===== src/rtl/clock_pkg.sv =====
// Shared constants and edit-target decoding for the alarm clock time/alarm datapath.
package clock_pkg;

    // Field moduli
    localparam int HOURS_MOD = 24;
    localparam int MINS_MOD  = 60;
    localparam int SECS_MOD  = 60;

    // Field widths
    localparam int HH_W = 5;
    localparam int MM_W = 6;

    // Bit positions inside the EN mode vector
    localparam int EN_TH = 4;
    localparam int EN_TM = 3;
    localparam int EN_AH = 2;
    localparam int EN_AM = 1;

    // Which field an adjust-mode edit targets
    typedef enum logic [2:0] {
        SEL_NONE,
        SEL_TH,
        SEL_TM,
        SEL_AH,
        SEL_AM
    } edit_sel_e;

    // Priority pick of the edit target: time hours > time minutes > alarm hours > alarm minutes.
    function automatic edit_sel_e decode_sel(input logic [4:1] en);
        edit_sel_e sel;
        sel = SEL_NONE;
        if (en[EN_TH])      sel = SEL_TH;
        else if (en[EN_TM]) sel = SEL_TM;
        else if (en[EN_AH]) sel = SEL_AH;
        else if (en[EN_AM]) sel = SEL_AM;
        return sel;
    endfunction

endpackage


===== src/rtl/time_alarm_core_if.sv =====
// Bundle between the mode state machine (master) and the time/alarm core (slave).
interface time_alarm_core_if;
    import clock_pkg::*;

    logic            tick_1hz;
    logic            adjust;
    logic [4:0]      EN;
    logic            up;
    logic            down;
    logic [HH_W-1:0] time_hh;
    logic [MM_W-1:0] time_mm;
    logic [MM_W-1:0] secs;
    logic [HH_W-1:0] alarm_hh;
    logic [MM_W-1:0] alarm_mm;
    logic            Z;

    modport master (
        output tick_1hz, adjust, EN, up, down,
        input  time_hh, time_mm, secs, alarm_hh, alarm_mm, Z
    );

    modport slave (
        input  tick_1hz, adjust, EN, up, down,
        output time_hh, time_mm, secs, alarm_hh, alarm_mm, Z
    );

endinterface


===== src/rtl/mod_field_counter.sv =====
// Modulo-MOD up/down counter for one clock field; wrap flags the MOD-1 -> 0 step for carry chaining.
module mod_field_counter #(
    parameter int WIDTH = 6,
    parameter int MOD   = 60
) (
    input  logic             clk,
    input  logic             rst,
    input  logic             inc,
    input  logic             dec,
    input  logic             clr,
    output logic [WIDTH-1:0] value,
    output logic             wrap
);

    localparam logic [WIDTH-1:0] MAX_VAL = WIDTH'(MOD - 1);

    logic [WIDTH-1:0] value_q;
    logic [WIDTH-1:0] value_d;

    // Next value: clear wins, simultaneous inc/dec cancel, otherwise step with wrap-around.
    always_comb begin
        value_d = value_q;
        wrap    = 1'b0;
        if (clr) begin
            value_d = '0;
        end else if (inc && !dec) begin
            if (value_q == MAX_VAL) begin
                value_d = '0;
                wrap    = 1'b1;
            end else begin
                value_d = value_q + 1'b1;
            end
        end else if (dec && !inc) begin
            if (value_q == '0) value_d = MAX_VAL;
            else               value_d = value_q - 1'b1;
        end
    end

    // Field register; reset overrides any pending step.
    always_ff @(posedge clk) begin
        if (rst) value_q <= '0;
        else     value_q <= value_d;
    end

    assign value = value_q;

endmodule


===== src/rtl/time_alarm_core.sv =====
// Time-of-day and alarm setpoint registers with run-mode counting, adjust-mode edits and alarm match.
module time_alarm_core #(
    parameter int HOURS_MOD = clock_pkg::HOURS_MOD,
    parameter int MINS_MOD  = clock_pkg::MINS_MOD,
    parameter int SECS_MOD  = clock_pkg::SECS_MOD
) (
    input  logic              clk,
    input  logic              rst,
    time_alarm_core_if.slave  bus
);
    import clock_pkg::*;

    edit_sel_e       sel;
    logic            run;
    logic            time_edit;
    logic            ss_wrap;
    logic            mm_wrap;
    logic            unused_hh_wrap;
    logic            unused_amm_wrap;
    logic            unused_ahh_wrap;
    logic            unused_en0;
    logic [MM_W-1:0] ss_val;
    logic [MM_W-1:0] mm_val;
    logic [HH_W-1:0] hh_val;
    logic [MM_W-1:0] amm_val;
    logic [HH_W-1:0] ahh_val;

    // Edits only apply in adjust mode; counting only in run mode.
    assign run        = !bus.adjust;
    assign sel        = bus.adjust ? decode_sel(bus.EN[4:1]) : SEL_NONE;
    // An accepted time edit (exactly one of up/down) restarts the seconds.
    assign time_edit  = (bus.up ^ bus.down) && ((sel == SEL_TH) || (sel == SEL_TM));
    assign unused_en0 = bus.EN[0];

    mod_field_counter #(.WIDTH(MM_W), .MOD(SECS_MOD)) u_secs (
        .clk   (clk),
        .rst   (rst),
        .inc   (run && bus.tick_1hz),
        .dec   (1'b0),
        .clr   (time_edit),
        .value (ss_val),
        .wrap  (ss_wrap)
    );

    // Carries are gated by run so a wrapping minute edit never touches the hours.
    mod_field_counter #(.WIDTH(MM_W), .MOD(MINS_MOD)) u_time_mm (
        .clk   (clk),
        .rst   (rst),
        .inc   ((run && ss_wrap) || ((sel == SEL_TM) && bus.up)),
        .dec   ((sel == SEL_TM) && bus.down),
        .clr   (1'b0),
        .value (mm_val),
        .wrap  (mm_wrap)
    );

    mod_field_counter #(.WIDTH(HH_W), .MOD(HOURS_MOD)) u_time_hh (
        .clk   (clk),
        .rst   (rst),
        .inc   ((run && mm_wrap) || ((sel == SEL_TH) && bus.up)),
        .dec   ((sel == SEL_TH) && bus.down),
        .clr   (1'b0),
        .value (hh_val),
        .wrap  (unused_hh_wrap)
    );

    mod_field_counter #(.WIDTH(MM_W), .MOD(MINS_MOD)) u_alarm_mm (
        .clk   (clk),
        .rst   (rst),
        .inc   ((sel == SEL_AM) && bus.up),
        .dec   ((sel == SEL_AM) && bus.down),
        .clr   (1'b0),
        .value (amm_val),
        .wrap  (unused_amm_wrap)
    );

    mod_field_counter #(.WIDTH(HH_W), .MOD(HOURS_MOD)) u_alarm_hh (
        .clk   (clk),
        .rst   (rst),
        .inc   ((sel == SEL_AH) && bus.up),
        .dec   ((sel == SEL_AH) && bus.down),
        .clr   (1'b0),
        .value (ahh_val),
        .wrap  (unused_ahh_wrap)
    );

    assign bus.secs     = ss_val;
    assign bus.time_mm  = mm_val;
    assign bus.time_hh  = hh_val;
    assign bus.alarm_mm = amm_val;
    assign bus.alarm_hh = ahh_val;
    // Match on hours and minutes only, straight from the registered fields.
    assign bus.Z        = (hh_val == ahh_val) && (mm_val == amm_val);

endmodule

===== src/flat_wrapper.sv =====
// flat-port wrapper written by rule: the top's interface ports become plain ports
module time_alarm_core_flat import clock_pkg::*;
#(
    parameter int HOURS_MOD = clock_pkg::HOURS_MOD,
    parameter int MINS_MOD  = clock_pkg::MINS_MOD,
    parameter int SECS_MOD  = clock_pkg::SECS_MOD
)
  (clk, rst, bus_tick_1hz, bus_adjust, bus_EN, bus_up, bus_down, bus_time_hh, bus_time_mm, bus_secs, bus_alarm_hh, bus_alarm_mm, bus_Z);
  time_alarm_core_if bus_i ();
  input  logic clk;
  input  logic rst;
  input wire logic [$bits(bus_i.tick_1hz)-1:0] bus_tick_1hz;
  input wire logic [$bits(bus_i.adjust)-1:0] bus_adjust;
  input wire logic [$bits(bus_i.EN)-1:0] bus_EN;
  input wire logic [$bits(bus_i.up)-1:0] bus_up;
  input wire logic [$bits(bus_i.down)-1:0] bus_down;
  output wire logic [$bits(bus_i.time_hh)-1:0] bus_time_hh;
  output wire logic [$bits(bus_i.time_mm)-1:0] bus_time_mm;
  output wire logic [$bits(bus_i.secs)-1:0] bus_secs;
  output wire logic [$bits(bus_i.alarm_hh)-1:0] bus_alarm_hh;
  output wire logic [$bits(bus_i.alarm_mm)-1:0] bus_alarm_mm;
  output wire logic [$bits(bus_i.Z)-1:0] bus_Z;
  assign bus_i.tick_1hz = bus_tick_1hz;
  assign bus_i.adjust = bus_adjust;
  assign bus_i.EN = bus_EN;
  assign bus_i.up = bus_up;
  assign bus_i.down = bus_down;
  assign bus_time_hh = bus_i.time_hh;
  assign bus_time_mm = bus_i.time_mm;
  assign bus_secs = bus_i.secs;
  assign bus_alarm_hh = bus_i.alarm_hh;
  assign bus_alarm_mm = bus_i.alarm_mm;
  assign bus_Z = bus_i.Z;
  time_alarm_core #(.HOURS_MOD(HOURS_MOD), .MINS_MOD(MINS_MOD), .SECS_MOD(SECS_MOD)) u_core (.clk(clk), .rst(rst), .bus(bus_i));
endmodule

===== config.mk =====
export PLATFORM = sky130hd
export DESIGN_NAME = time_alarm_core_flat
export DESIGN_NICKNAME = d
export VERILOG_FILES = /design/src/rtl/clock_pkg.sv /design/src/rtl/time_alarm_core_if.sv /design/src/rtl/mod_field_counter.sv /design/src/rtl/time_alarm_core.sv /design/src/flat_wrapper.sv
export SDC_FILE = /design/constraint.sdc
export NUM_CORES = 1
export LEC_CHECK = 0
export CORE_MARGIN = 3
export CORE_UTILIZATION = 44
export DETAILED_ROUTE_END_ITERATION = 7
export PLACE_DENSITY = 0.69
export SYNTH_ARGS = -nofsm -noshare
export SYNTH_HDL_FRONTEND = slang
export SYNTH_SLANG_ARGS = --single-unit

===== constraint.sdc =====
create_clock -name clk -period 4.6 [get_ports clk]
set_input_delay 1.15 -clock clk [delete_from_list [all_inputs] [get_ports clk]]
set_output_delay 1.15 -clock clk [all_outputs]
set_load 0.1 [all_outputs]

Word-level counts from Yosys, hierarchy flattened:

Cells that the tools add are included.

* logic and storage cells: 95
* flip-flop bits (word level): 28
* output and inout bits: 29
* input bits: 11

* eq/ne operators: 11
* multiplexer cells: 27
* add/sub/neg operators: 9
* bitwise operators: 1
* reduce and logical (&&, ||, !) cells: 42

Operator list (number)
* 6-bit 2-to-1 mux: 9
* 5-bit 2-to-1 mux: 8
* 1-bit logical AND: 21
* 6-bit by 1-bit adder with 6-bit output (second input constant): 3
* 6-bit equality test (second input constant): 3
* 3-bit 2-to-1 mux: 5
* 6-bit logical NOT: 2
* 6-bit by 1-bit subtractor with 6-bit output (second input constant): 2
* 5-bit by 1-bit adder with 5-bit output (second input constant): 2
* 5-bit equality test (second input constant): 2
* 5-bit logical NOT: 2
* 5-bit by 1-bit subtractor with 5-bit output (second input constant): 2
* 1-bit logical NOT: 9
* 2-bit nonzero test: 4
* 3-bit by 2-bit equality test with 1-bit output (second input constant): 2
* 6-bit equality test: 1
* 5-bit equality test: 1
* 1-bit 2-to-1 mux: 5
* 3-bit by 1-bit equality test with 1-bit output (second input constant): 1
* 3-bit equality test (second input constant): 1
* 1-bit logical OR: 3
* 2-bit OR reduction: 1
* 1-bit bitwise XOR: 1

Depth between registers and ports, before layout:

* depth after elaboration: 19
* depth in mapped cells: 14
* gate-level depth less buffers: 11

By module:

A second synthesis with hierarchy kept.

* cells, all modules: 343
* area total of the unflattened synthesis: 2725.1 µm²

By module, submodules not included
* mod_field_counter (u_core.u_alarm_mm ...): sequential area each 120.1 µm², area each 574.3 µm², cells each 72, times used 3
* mod_field_counter (u_core.u_alarm_hh ...): sequential area each 100.1 µm², area each 381.6 µm², cells each 45, times used 2
* time_alarm_core: sequential area each 0.0 µm², area each 239.0 µm², cells each 37, times used 1

Worst setup path before layout:

No wires, ideal clock.

* kind: reg2out
* from: reg u_core.u_time_mm.value_q[3], in the netlist u_core.u_time_mm.value[3]
* to: out bus_Z
* arrival time: 3.609 ns
* stages on the path, launching flop included: 5
* data required time: 3.450 ns
* buffers on the path: 1
* slack: -0.159 ns
* path through: dfxtp_1 > clkbuf_1 > xnor2_1 > nand3_1 > nor3_1

* longest elaborated chain between the ends: 2

RTL lines
* start, declared: RTL line mod_field_counter.sv:17 `logic [WIDTH-1:0] value_q;`
* start signal, assigned: RTL line mod_field_counter.sv:42 `else value_q <= value_d;`
* 6-bit equality test: RTL line time_alarm_core.sv:92 `assign bus.Z = (hh_val == ahh_val) && (mm_val == amm_val);`
* 1-bit logical AND: RTL line time_alarm_core.sv:92
* end, declared: RTL line flat_wrapper.sv:22 `output wire logic [$bits(bus_i.Z)-1:0] bus_Z;`

Every way passes these cells.

Worst setup path after layout:

* from: in bus_adjust
* to: reg u_core.u_time_hh.value_q[4], in the netlist u_core.u_time_hh.value[4]

* longest elaborated chain between the ends: 14
* elaborated cells between the ends (all ways): 26
* classes of those cells: 2 x eq/ne; 5 x mux; 19 x reduce/logical

RTL lines
* start, declared: RTL line flat_wrapper.sv:13 `input wire logic [$bits(bus_i.adjust)-1:0] bus_adjust;`
* 3-bit 2-to-1 mux: RTL line time_alarm_core.sv:30 `assign sel = bus.adjust ? decode_sel(bus.EN[4:1]) : SEL_NONE;`
* 3-bit by 1-bit equality test with 1-bit output or 3-bit by 2-bit equality test with 1-bit output (tied branches)
* 1-bit logical OR: RTL line time_alarm_core.sv:32 `assign time_edit = (bus.up ^ bus.down) && ((sel == SEL_TH) || (sel == SEL_TM));`
* 1-bit logical AND: RTL line time_alarm_core.sv:32
* 1-bit 2-to-1 mux: RTL line mod_field_counter.sv:24 `if (clr) begin`
* 1-bit logical AND: RTL line time_alarm_core.sv:49 `.inc ((run && ss_wrap) || ((sel == SEL_TM) && bus.up)),`
* 1-bit logical OR: RTL line time_alarm_core.sv:49
* 1-bit logical AND: RTL line mod_field_counter.sv:26 `end else if (inc && !dec) begin`
* 1-bit 2-to-1 mux: RTL line mod_field_counter.sv:26
* 1-bit logical AND: RTL line time_alarm_core.sv:59 `.inc ((run && mm_wrap) || ((sel == SEL_TH) && bus.up)),`
* 1-bit logical OR: RTL line time_alarm_core.sv:59
* 1-bit logical NOT: RTL line mod_field_counter.sv:33 `end else if (dec && !inc) begin`
* 1-bit logical AND: RTL line mod_field_counter.sv:33
* 2-bit nonzero test (no line)
* end signal, assigned: RTL line mod_field_counter.sv:42
* end, declared: RTL line mod_field_counter.sv:17

Parallel ways exist; a longest one is shown, timed or not.
A chain may end at the register's enable or synchronous reset.

==> flow_summary.yaml <==
critical_path:
  r2r_start: "u_core.u_time_mm.value[1]$_SDFFE_PP0P_"
  r2r-end: "u_core.u_time_hh.value[2]$_SDFFE_PP0P_"
  crit_slowest_cell: "clkdlybuf4s50_1"
  worstPathArrival_ps: 3890
  critPathBufInv: 2
  critPathMaxStageDelay_ps: 640
  crit_fanout: 9
  crit_chain: "clkdlybuf4s50_1 > nor2b_1 > nand3_1 > o21ai_0 > ha_1 > inv_1 > o31ai_1 > ha_1 > or4b_1 > a21oi_2 > mux2i_1 > nor2_1"
  endpoint_kind: "register"
  rrSetupSlack_ps: 1830
  path_common_cell: "ha_1"
  cp_top_family: "buffers and inverters"
  worst-r2r-cell-count: 8
  worst-setup-path-type: "input pin to register"
  start_kind: "input pin"
  cp.required_ps: 4740
run_status:
  status: "finished, final reports clean"
logic_synthesis:
  synth_ff_type: "dfxtp_1"
  ys_top_cells_by_area: "dfxtp_1, ha_1, xnor2_1"
  syn_nets: 319
  syn_avg_cell_area_sq_um: 7.68
  async_flop_share_pct: 0
  synth_edf_count: 0
  syn-cell-area_sq_um: 2250
  synthMostInstantiatedCell: "dfxtp_1"
  synth.top_cells.by_count: "dfxtp_1, nor2_1, inv_1, a21oi_1, clkbuf_1"
  ys_seq_area_share_pct: 24.9
  synth_area_leader_cell: "dfxtp_1"
  synth_seq_cells: 28
  syn_inst: 293
  synth_top_cell_area_share_pct: 24.9
  yosys_warnings: 0
  ys_types: 51
global_route:
  grt_pass1_vias: 1985
  grt_pass1_wl_um: 9440
  grt_antenna_before_repair: 0
  overflow: 0
  grt_usage_pct: 18.6
  grt_max_degree: 27
timing:
  setup_ws_ps: 849
  skew_ps: 6.47
  setup_viol: 0
  slew_headroom_pct: 29.6
  tightest_slew_ps: 1050
  post-route-period-util_pct: 81.6
  hold_violations: 0
  fin_crit_ps: 3750
  finalMaxSlewViolations: 0
  timing.fmax_mhz: 267
  tns_ps: 0
  rsz0062_at_grt: "no"
layout:
  fin_nets: 339
  final_util_pct: 55.5
  diodes: 0
  drive_gt1_share_pct: 4.49
  areaGrowthSynthToFinish_pct: 18.9
cts:
  cts_hold_buf: 0
  post_cts_resized: 0
  post_cts_buffers: 0
  clock_latency_ps: 280
  cts_sinks: 28
  cts_root_buf: "clkbuf_8"
  cts_tree: "built"
  cts_buffer_depth: 2
  path_clk_slew_ps: 100
  cts_made_buffers: 3
  htreeDepth: 1
route:
  wl_per_cell_um: 13.9
  ant_nets: 0
  wirelength_um: 5280
  num_vias: 2136
  drc: 0
  firstDrtPassIters: 5
  drt_iter0_markers: 117
  drt-vias-per-instance: 5.64
power_and_ir_drop:
  p_int_mw: 0.413
  pwr-share-comb_pct: 36.4
  power_density_nw_per_um2: 257
  p_seq_share_pct: 40.6
  ir_drop_mv: 0.204
  p_switching_mw: 0.275
  clkPwrFrac_pct: 23.1
  p_leak_nw: 0.933
  switching_share_pct: 39.9
hold_path:
  hp-class: "register to register"
  whs_path_depth: 2
  holdPathEnd: "u_core.u_secs.value[5]$_SDFFE_PP0P_"
  hp-start: "u_core.u_secs.value[5]$_SDFFE_PP0P_"
floorplanning:
  row_count: 25
  dieArea_sq_um: 6010
  die_h_um: 77.5
  core-area_sq_um: 4820
  die_w_um: 77.5
  floorplan.initialDensity_pct: 46.7
  ios: 40
placement:
  dp_hpwl_um: 3780
  port_buffers: 38
  post-place-ws_ps: 552
  gp_congestion: 0.800
run:
  cap_violations: 0
-- layout make-up --
class                           instances  area (sq um)
Fill cell                             495          2140
Multi-Input combinational cell        221          1510
Sequential cell                        28           561
Timing Repair Buffer                   40           393
Tap cell                               67          83.8
Inverter                               19          71.3
Clock buffer                            4          55.1
-- routing by layer --
layer	up-vias	share of wire (%)	track usage, %
li1	1093	-	-
met2	54	45	30.4
met5	-	0	0
met1	985	48	25.7
met3	4	6.0	3.25
met4	0	0.68	3.20
-- stage by stage --
step                power [mW]  hold slack (ps)  instances  area (sq um)
finish                   0.688              571        379          2670
global route             0.725              599        379          2670
CTS                      0.696              582        379          2670
detailed placement       0.535              557        375          2620
global placement         0.533              545        375          2620
floorplan                0.481              988        293          2250
-- power by group through the flow --
stage | Combinational, mW | Clock [mW] | Sequential, mW
after floorplan | 0.133 | 0 | 0.349
after CTS | 0.251 | 0.166 | 0.279
after global placement | 0.248 | 0 | 0.285
final | 0.250 | 0.159 | 0.279
after global routing | 0.269 | 0.173 | 0.283
after detailed placement | 0.250 | 0 | 0.285
-- worst register-to-register path, cell delays in order (launching register included) --
cell and delay, ps:
dfxtp_1 550, ha_1 300, nor2b_1 180, nand4_1 230, o31ai_1 350, ha_1 390, mux2i_1 130, or3_2 410
a21oi_1 140
-- registers in the layout, summed over array words and instances, names as in the netlist --
signal,count
u_core.u_alarm_hh.value,5
u_core.u_alarm_mm.value,6
u_core.u_secs.value,6
u_core.u_time_hh.value,5
u_core.u_time_mm.value,6
-- layout by cell type (no fill, tap or decap), drive strengths merged, types with 7 or more instances in the layout --
master         netlist  routed
a21oi               18      18
a31oi                8       8
clkdlybuf4s50        0      37
dfxtp               28      28
ha                  15      15
inv                 19      19
nand2               16      16
nand3               12      12
nand4                7       7
nor2                23      23
nor3                 9       9
o21ai               14      14
xnor2               14      14
xor2                 9       9
-- kinds of logic (layout without fill, tap and decap cells) --
| logic type | Yosys count | count (layout) | synth area share (%) |
|---|---|---|---|
| AOI/OAI and AO/OA | 77 | 77 | 22.9 |
| xor gates and xnor gates | 23 | 23 | 8.95 |
| adders and majority gates | 15 | 15 | 8.34 |
| buffers and inverters | 44 | 63 | 8.18 |
| DFF | 28 | 28 | 24.9 |
| muxes | 6 | 6 | 2.73 |
| and+or+nand+nor | 100 | 100 | 24.0 |
-- how the worst max path moves through the flow --
| stage | depth (start not counted) | endpoint | startpoint | slack (ps) |
|---|---|---|---|---|
| after CTS | 12 | u_core.u_time_hh.value[4]$_SDFFE_PP0P_ | bus_adjust | 850 |
| after global routing | 12 | u_core.u_time_hh.value[4]$_SDFFE_PP0P_ | bus_adjust | 640 |
| after detailed placement | 12 | u_core.u_time_hh.value[4]$_SDFFE_PP0P_ | bus_adjust | 550 |
| final | 12 | u_core.u_time_hh.value[4]$_SDFFE_PP0P_ | bus_adjust | 850 |
| after floorplan | 4 | bus_Z | u_core.u_time_mm.value[3]$_SDFFE_PP0P_ | 670 |
| after global placement | 12 | u_core.u_time_hh.value[4]$_SDFFE_PP0P_ | bus_adjust | 560 |
(Power assumes the default switching activity.)
